===== src/rtl/uart_frame_rx.sv =====
// uart_frame_rx: 8N1 UART receiver with a "<bank payload>" frame decoder.
// Optional build macro UART_RX_MAJORITY_EN: each bit decision is a 2-of-3 vote
// over three consecutive synchronised samples centred on mid-bit.
module uart_frame_rx #(
    parameter int unsigned CLKS_PER_BIT = 54,
    parameter int unsigned MAX_BYTES    = 32,
    parameter logic [7:0]  SOF_CHAR     = 8'h3C,
    parameter logic [7:0]  EOF_CHAR     = 8'h3E
) (
    input  logic                               clk,
    input  logic                               rst_n,
    input  logic                               rxd,
    output logic [8*MAX_BYTES-1:0]             data_out,
    output logic [7:0]                         bank,
    output logic [$clog2(MAX_BYTES+1)-1:0]     data_len,
    output logic                               frame_valid,
    output logic                               frame_err,
    output logic [7:0]                         byte_out,
    output logic                               byte_valid
);

    localparam int unsigned DW   = 8 * MAX_BYTES;
    localparam int unsigned LW   = $clog2(MAX_BYTES + 1);
    localparam int unsigned CNTW = $clog2(CLKS_PER_BIT + 1);
`ifdef UART_RX_MAJORITY_EN
    localparam int unsigned START_PT = CLKS_PER_BIT / 2 + 1;
`else
    localparam int unsigned START_PT = CLKS_PER_BIT / 2;
`endif

    typedef enum logic [1:0] {B_IDLE, B_START, B_DATA, B_STOP} bstate_t;
    typedef enum logic [1:0] {F_IDLE, F_BANK, F_DATA} fstate_t;

    // ---------------- synchroniser and bit sample ----------------
    logic r_rxd_meta, r_rxd_sync, r_rxd_prev;
    logic w_sample;

`ifdef UART_RX_MAJORITY_EN
    logic r_rxd_prev2;

    // Third history flop feeding the majority vote
    always_ff @(posedge clk or negedge rst_n) begin
        if (!rst_n) r_rxd_prev2 <= 1'b1;
        else        r_rxd_prev2 <= r_rxd_prev;
    end

    assign w_sample = (r_rxd_sync & r_rxd_prev) | (r_rxd_sync & r_rxd_prev2) |
                      (r_rxd_prev & r_rxd_prev2);
`else
    assign w_sample = r_rxd_sync;
`endif

    // Two-flop synchroniser plus one history flop for edge detection
    always_ff @(posedge clk or negedge rst_n) begin
        if (!rst_n) begin
            r_rxd_meta <= 1'b1;
            r_rxd_sync <= 1'b1;
            r_rxd_prev <= 1'b1;
        end else begin
            r_rxd_meta <= rxd;
            r_rxd_sync <= r_rxd_meta;
            r_rxd_prev <= r_rxd_sync;
        end
    end

    // ---------------- bit FSM ----------------
    bstate_t          r_bstate, w_bstate_n;
    logic [CNTW-1:0]  r_bcnt, w_bcnt_n;
    logic [2:0]       r_bit_idx, w_bit_idx_n;
    logic [7:0]       r_shift, w_shift_n;
    logic [7:0]       r_byte_out, w_byte_out_n;
    logic             r_byte_valid, w_byte_valid_n;
    logic             w_rx_ferr;

    // Bit FSM state and byte output registers
    always_ff @(posedge clk or negedge rst_n) begin
        if (!rst_n) begin
            r_bstate     <= B_IDLE;
            r_bcnt       <= '0;
            r_bit_idx    <= '0;
            r_shift      <= '0;
            r_byte_out   <= '0;
            r_byte_valid <= 1'b0;
        end else begin
            r_bstate     <= w_bstate_n;
            r_bcnt       <= w_bcnt_n;
            r_bit_idx    <= w_bit_idx_n;
            r_shift      <= w_shift_n;
            r_byte_out   <= w_byte_out_n;
            r_byte_valid <= w_byte_valid_n;
        end
    end

    // Bit FSM next state: cycle counter restarts at 1 after every decision
    always_comb begin
        w_bstate_n     = r_bstate;
        w_bcnt_n       = r_bcnt + CNTW'(1);
        w_bit_idx_n    = r_bit_idx;
        w_shift_n      = r_shift;
        w_byte_out_n   = r_byte_out;
        w_byte_valid_n = 1'b0;
        w_rx_ferr      = 1'b0;
        case (r_bstate)
            B_IDLE: begin
                w_bcnt_n = CNTW'(1);
                if (r_rxd_prev && !r_rxd_sync) w_bstate_n = B_START;
            end
            B_START: begin
                if (r_bcnt == CNTW'(START_PT)) begin
                    w_bcnt_n = CNTW'(1);
                    if (w_sample) begin
                        w_bstate_n = B_IDLE;
                    end else begin
                        w_bstate_n  = B_DATA;
                        w_bit_idx_n = 3'd0;
                    end
                end
            end
            B_DATA: begin
                if (r_bcnt == CNTW'(CLKS_PER_BIT)) begin
                    w_bcnt_n    = CNTW'(1);
                    w_shift_n   = {w_sample, r_shift[7:1]};
                    w_bit_idx_n = r_bit_idx + 3'd1;
                    if (r_bit_idx == 3'd7) w_bstate_n = B_STOP;
                end
            end
            B_STOP: begin
                if (r_bcnt == CNTW'(CLKS_PER_BIT)) begin
                    w_bcnt_n   = CNTW'(1);
                    w_bstate_n = B_IDLE;
                    if (w_sample) begin
                        w_byte_valid_n = 1'b1;
                        w_byte_out_n   = r_shift;
                    end else begin
                        w_rx_ferr = 1'b1;
                    end
                end
            end
            default: w_bstate_n = B_IDLE;
        endcase
    end

    // ---------------- frame FSM ----------------
    fstate_t          r_fstate, w_fstate_n;
    logic [LW-1:0]    r_fcount, w_fcount_n;
    logic [DW-1:0]    r_buf, w_buf_n;
    logic [7:0]       r_bank_tmp, w_bank_tmp_n;
    logic [DW-1:0]    r_data_out, w_data_out_n;
    logic [7:0]       r_bank, w_bank_n;
    logic [LW-1:0]    r_data_len, w_data_len_n;
    logic             r_frame_valid, w_frame_valid_n;
    logic             r_frame_err, w_frame_err_n;

    // Frame FSM state, assembly buffer and committed outputs
    always_ff @(posedge clk or negedge rst_n) begin
        if (!rst_n) begin
            r_fstate      <= F_IDLE;
            r_fcount      <= '0;
            r_buf         <= '0;
            r_bank_tmp    <= '0;
            r_data_out    <= '0;
            r_bank        <= '0;
            r_data_len    <= '0;
            r_frame_valid <= 1'b0;
            r_frame_err   <= 1'b0;
        end else begin
            r_fstate      <= w_fstate_n;
            r_fcount      <= w_fcount_n;
            r_buf         <= w_buf_n;
            r_bank_tmp    <= w_bank_tmp_n;
            r_data_out    <= w_data_out_n;
            r_bank        <= w_bank_n;
            r_data_len    <= w_data_len_n;
            r_frame_valid <= w_frame_valid_n;
            r_frame_err   <= w_frame_err_n;
        end
    end

    // Frame FSM next state: consumes the registered byte strobe, or a stop-bit error
    always_comb begin
        w_fstate_n      = r_fstate;
        w_fcount_n      = r_fcount;
        w_buf_n         = r_buf;
        w_bank_tmp_n    = r_bank_tmp;
        w_data_out_n    = r_data_out;
        w_bank_n        = r_bank;
        w_data_len_n    = r_data_len;
        w_frame_valid_n = 1'b0;
        w_frame_err_n   = 1'b0;
        if (w_rx_ferr) begin
            if (r_fstate != F_IDLE) begin
                w_frame_err_n = 1'b1;
                w_fstate_n    = F_IDLE;
            end
        end else if (r_byte_valid) begin
            case (r_fstate)
                F_IDLE: begin
                    if (r_byte_out == SOF_CHAR) w_fstate_n = F_BANK;
                end
                F_BANK: begin
                    w_bank_tmp_n = r_byte_out;
                    w_fcount_n   = '0;
                    w_buf_n      = '0;
                    w_fstate_n   = F_DATA;
                end
                F_DATA: begin
                    if (r_byte_out == EOF_CHAR) begin
                        w_data_out_n    = r_buf;
                        w_bank_n        = r_bank_tmp;
                        w_data_len_n    = r_fcount;
                        w_frame_valid_n = 1'b1;
                        w_fstate_n      = F_IDLE;
                    end else if (r_byte_out == SOF_CHAR) begin
                        w_buf_n    = '0;
                        w_fcount_n = '0;
                        w_fstate_n = F_BANK;
                    end else if (r_fcount == LW'(MAX_BYTES)) begin
                        w_frame_err_n = 1'b1;
                        w_fstate_n    = F_IDLE;
                    end else begin
                        for (int unsigned i = 0; i < MAX_BYTES; i++) begin
                            if (r_fcount == LW'(i)) w_buf_n[8*i +: 8] = r_byte_out;
                        end
                        w_fcount_n = r_fcount + LW'(1);
                    end
                end
                default: w_fstate_n = F_IDLE;
            endcase
        end
    end

    assign data_out    = r_data_out;
    assign bank        = r_bank;
    assign data_len    = r_data_len;
    assign frame_valid = r_frame_valid;
    assign frame_err   = r_frame_err;
    assign byte_out    = r_byte_out;
    assign byte_valid  = r_byte_valid;

endmodule


===== config.mk =====
export PLATFORM = sky130hd
export DESIGN_NAME = uart_frame_rx
export DESIGN_NICKNAME = d
export VERILOG_FILES = /design/src/rtl/uart_frame_rx.sv
export SDC_FILE = /design/constraint.sdc
export NUM_CORES = 1
export LEC_CHECK = 0
export ABC_CLOCK_PERIOD_IN_PS = 3200
export BUFFER_PORTS_ARGS = -buffer_cell sky130_fd_sc_hd__buf_2
export CAP_MARGIN = 25
export CELL_PAD_IN_SITES_DETAIL_PLACEMENT = 1
export CELL_PAD_IN_SITES_GLOBAL_PLACEMENT = 2
export CORE_MARGIN = 5
export CORE_UTILIZATION = 35
export CTS_CLUSTER_DIAMETER = 100
export DETAILED_ROUTE_END_ITERATION = 10
export GPL_ROUTABILITY_DRIVEN = 0
export PLACE_DENSITY_LB_ADDON = 0.1
export SLEW_MARGIN = 0
export SYNTH_ARGS = -nofsm -noshare
export SYNTH_HDL_FRONTEND = slang
export SYNTH_SLANG_ARGS = --single-unit

===== constraint.sdc =====
create_clock -name clk -period 3.2 [get_ports clk]
set_input_delay 0.16 -clock clk [delete_from_list [all_inputs] [get_ports clk]]
set_output_delay 0.16 -clock clk [all_outputs]
set_load 0.05 [all_outputs]

==> results.md <==
- Run status: finished, final reports clean
- Floorplan Core Area: 65,750 µm²
- Synth area leaders: sky130_fd_sc_hd__dfrtp_1 62%, sky130_fd_sc_hd__mux2_1 9.3%, sky130_fd_sc_hd__mux2_2 5.8%, sky130_fd_sc_hd__a22o_1 4.4%, sky130_fd_sc_hd__o32ai_1 3.2%
- Starting density of the core: 0.3524
- Total of hold buffers inserted after clock tree synthesis: 2
- Post-synthesis instance area: 23,170 µm²
- Sequential fraction of the synthesis area: 0.6213
- Via count of the first global-routing pass: 16,160
- Flops & latches, synth: 575
- Startpoint of the lowest-slack register-to-register path: r_fcount[0]
- Maximum number of pins on one net before global-route repair: 122
- End of the critical path: r_buf[136]
- Initial antenna violation count: 0
- TritonCTS clock tree: yes
- Measured slew at the worst slew-check pin: 0.9433 ns
- Worst r2r dst: r_buf[136]
- Later-pin clock latency in the skew report: 0.59 ns
- Setup Skew: 0.02886 ns
- I/O pin count: 284
- Vert. Die Dim: 267.3 µm
- Wirelength per Cell: 24.21 µm
- FFs w/ async S/R, synth: 1.000
- Period utilization: 0.8661
- TritonRoute pass-1 iters: 7
- Area of the die: 71,430 µm²
- Critical Path Source: r_fcount[0]
- Via count: 14,860
- Congestion Overflow GR: 0
- Share of the synthesized area in the top cell type: 0.6179
- Timing-limited maximum frequency: 360.8 MHz
- Global-route wire length before repair: 105,700 µm
- Count of different cell masters after synthesis: 71
- Fraction of layout instances using a drive strength above 1: 0.2970
- Number of rows in the core area: 94
- Estimated wirelength of the detail-placed design: 45,390 µm
- Final number of setup-violating endpoints: 0
- Startpoint kind of the worst setup timing path: flip-flop
- Pleak: 14.38 nW
- Drt first-iter violations: 926
- Post-route minimum period: 2.772 ns
- VDD IR-drop max: 0.0002701 V
- Number of cells produced by synthesis: 1,651
- Power density over cell area: 538.3 nW/µm²
- Fillers: 6,820
- Total area of sequential cells: 14,390 µm²
- Comb power frac: 0.013
- Worst R2R Setup Slack: 0.43 ns
- Setup bufs post-CTS: 0
- Routed Antenna Nets: 0
- Max cap viols: 0
- Final hold slack: 0.1210 ns
- Worst path arrival time: 3.19 ns
- Post-synthesis to final-layout area growth: 19.52%
- P_sw: 3.175 mW
- Number of buffers added by the clock tree synthesis step: 66
- Synthesized Nets: 1,667
- Max_slew headroom: 0.3702
- Critical path required time: 3.62 ns
- Unrepaired setup endpoints after global routing: false
- Type of the worst setup path: reg2reg
- Clock transition at the registers of the reported paths: 0.06 ns
- Cells resized by post-CTS repair: 0
- Num Clock Sinks: 575
- Multi-input gate area: 7777 µm²
- Internal power: 11.73 mW
- Number of hold-slack violations in the final timing report: 0
- Portion of total power attributed to sequential cells: 0.489
- R2R depth: 7
- Vias per Instance: 5.236
- Count of port buffers added during placement: 283
- Total number of yosys warnings: 0
- H-tree lvl count: 3
- Root buffer selected by CTS: sky130_fd_sc_hd__clkbuf_16
- Worst Setup End Kind: flip-flop
- Die extent in x: 267.3 µm
- Number of buffers on the longest clock path: 3
- Type of the tightest min-delay check: in2async
- Switching part of the total: 0.2131
- Slew Viols, Final: 0
- Net count, final: 1,938
- Clock power share: 0.498
- Post-detailed-route DRC marker count: 0
- GRT Total Usage: 0.1907
- Sum of routed wire length over all layers: 68,700 µm
- Most used flip-flop cell after synthesis: sky130_fd_sc_hd__dfrtp_1
- Cell accounting for the most synthesized area: sky130_fd_sc_hd__dfrtp_1
- Post-synth EDFFs: 0
- Summed negative setup slack over all endpoints: 0 ns
- Max FO, Critical Path: 60
- Avg Synthesized Cell Area: 14.03 µm²
-- final cells by class --
type | count | share of cell area
diodes | 1 | 0.00009038
clock buffers | 105 | 0.07303
clock inverters | 14 | 0.004112
inverters | 101 | 0.01369
multi-input cells | 850 | 0.2809
flip-flops and latches | 575 | 0.5198
well taps | 864 | 0.03904
repair buffers | 328 | 0.06932
-- synth_stat cells (3+ instances only) --
cell,number
sky130_fd_sc_hd__buf_4,9
sky130_fd_sc_hd__ha_1,13
sky130_fd_sc_hd__a22o_1,116
sky130_fd_sc_hd__nand4_1,11
sky130_fd_sc_hd__nor3_1,12
sky130_fd_sc_hd__nand2b_1,5
sky130_fd_sc_hd__o311ai_0,9
sky130_fd_sc_hd__o211a_2,5
sky130_fd_sc_hd__o21ai_0,22
sky130_fd_sc_hd__nor2_1,57
sky130_fd_sc_hd__nand3_1,14
sky130_fd_sc_hd__o2bb2ai_1,14
sky130_fd_sc_hd__buf_2,64
sky130_fd_sc_hd__o32ai_1,84
sky130_fd_sc_hd__clkbuf_1,38
sky130_fd_sc_hd__mux2_2,120
sky130_fd_sc_hd__o211a_1,22
sky130_fd_sc_hd__mux2_1,191
sky130_fd_sc_hd__inv_1,101
sky130_fd_sc_hd__or4_1,3
sky130_fd_sc_hd__dfstp_2,3
sky130_fd_sc_hd__mux2i_1,4
sky130_fd_sc_hd__dfrtp_1,572
sky130_fd_sc_hd__nand2_1,12
sky130_fd_sc_hd__and3_1,32
sky130_fd_sc_hd__o211ai_1,35
sky130_fd_sc_hd__a32o_1,5
sky130_fd_sc_hd__buf_6,12
sky130_fd_sc_hd__mux2_4,10
-- cell usage in the layout (no fill, tap or decap), types with 13 or more instances in the layout --
master	Yosys	routed
sky130_fd_sc_hd__a22o_1	116	116
sky130_fd_sc_hd__and3_1	32	32
sky130_fd_sc_hd__buf_2	64	282
sky130_fd_sc_hd__buf_4	9	31
sky130_fd_sc_hd__clkbuf_1	38	20
sky130_fd_sc_hd__clkbuf_16	0	69
sky130_fd_sc_hd__clkbuf_8	0	16
sky130_fd_sc_hd__dfrtp_1	572	572
sky130_fd_sc_hd__ha_1	13	13
sky130_fd_sc_hd__inv_1	101	98
sky130_fd_sc_hd__mux2_1	191	191
sky130_fd_sc_hd__mux2_2	120	120
sky130_fd_sc_hd__nand3_1	14	14
sky130_fd_sc_hd__nor2_1	57	57
sky130_fd_sc_hd__o211a_1	22	22
sky130_fd_sc_hd__o211ai_1	35	35
sky130_fd_sc_hd__o21ai_0	22	22
sky130_fd_sc_hd__o2bb2ai_1	14	14
sky130_fd_sc_hd__o32ai_1	84	84
-- sequential cells by signal, summed over array words and instances (netlist names), named ones only --
signal and flops:
frame_err 1, frame_valid 1, r_bcnt 6, data_len 6, r_fcount 6, r_rxd_meta 1, r_rxd_sync 1, r_bit_idx 3
byte_valid 1, bank 8, r_fstate 2, r_bank_tmp 8, r_shift 8, r_buf 256, byte_out 8, data_out 256
r_bstate 1, r_rxd_prev 1
-- per-layer routing --
metal  up-vias  wire length, µm  global-route usage
met3        73             3725             0.04097
met5         -                0                   0
met4         0              994             0.04070
li1       6627                -                   -
met1      7873            31500              0.2667
met2       287            32480              0.3094
-- power groups by stage --
stage | registers [mW] | logic (mW) | clock network [mW]
detailed placement | 7.42 | 0.197 | 0
finish | 7.29 | 0.186 | 7.43
CTS | 7.29 | 0.199 | 7.70
global placement | 7.42 | 0.194 | 0
global route | 7.29 | 0.222 | 7.99
floorplan | 7.42 | 0.0180 | 0
-- kinds of logic (layout without fill, tap and decap cells) --
group,after synthesis,after routing,share of synthesized area
DFF,575,575,0.6213
AOI/OAI and AO/OA,334,334,0.1230
muxes,325,325,0.1594
buffers and inverters,226,548,0.04542
and+or+nand+nor,174,174,0.04235
adders and majority gates,13,13,0.007022
xor gates and xnor gates,4,4,0.001513
other,0,1,0
-- worst min-delay path by stage --
stage,to,slack (ns),cells past startpoint
after floorplan,async pin,-0.14,0
after global placement,data_out[74],0.20,1
after detailed placement,data_out[74],0.20,1
after CTS,data_out[74],0.16,2
after global routing,data_out[74],0.17,2
final,data_out[74],0.12,2
-- per-stage QoR --
step	area [µm²]	instances	util	setup WS (ns)	power (mW)
final	27690	2838	0.4211	0.4283	14.90
after global routing	27690	2837	0.4211	0.2751	15.50
after CTS	27690	2837	0.4211	0.4532	15.18
after detailed placement	25530	2716	0.3883	0.4805	7.619
after global placement	25530	2716	0.3883	0.5671	7.615
after floorplan	23170	1651	-	0.9353	7.438
-- critical path, cell delays in order, from the launching register on --
cell and delay (ns):
sky130_fd_sc_hd__dfrtp_1 0.45, sky130_fd_sc_hd__inv_1 0.13, sky130_fd_sc_hd__ha_1 0.30, sky130_fd_sc_hd__nand3b_1 0.14, sky130_fd_sc_hd__or3_1 0.48, sky130_fd_sc_hd__o2111ai_4 0.25, sky130_fd_sc_hd__buf_4 0.59, sky130_fd_sc_hd__o32ai_1 0.18
Power figures use the tool's default switching activity.
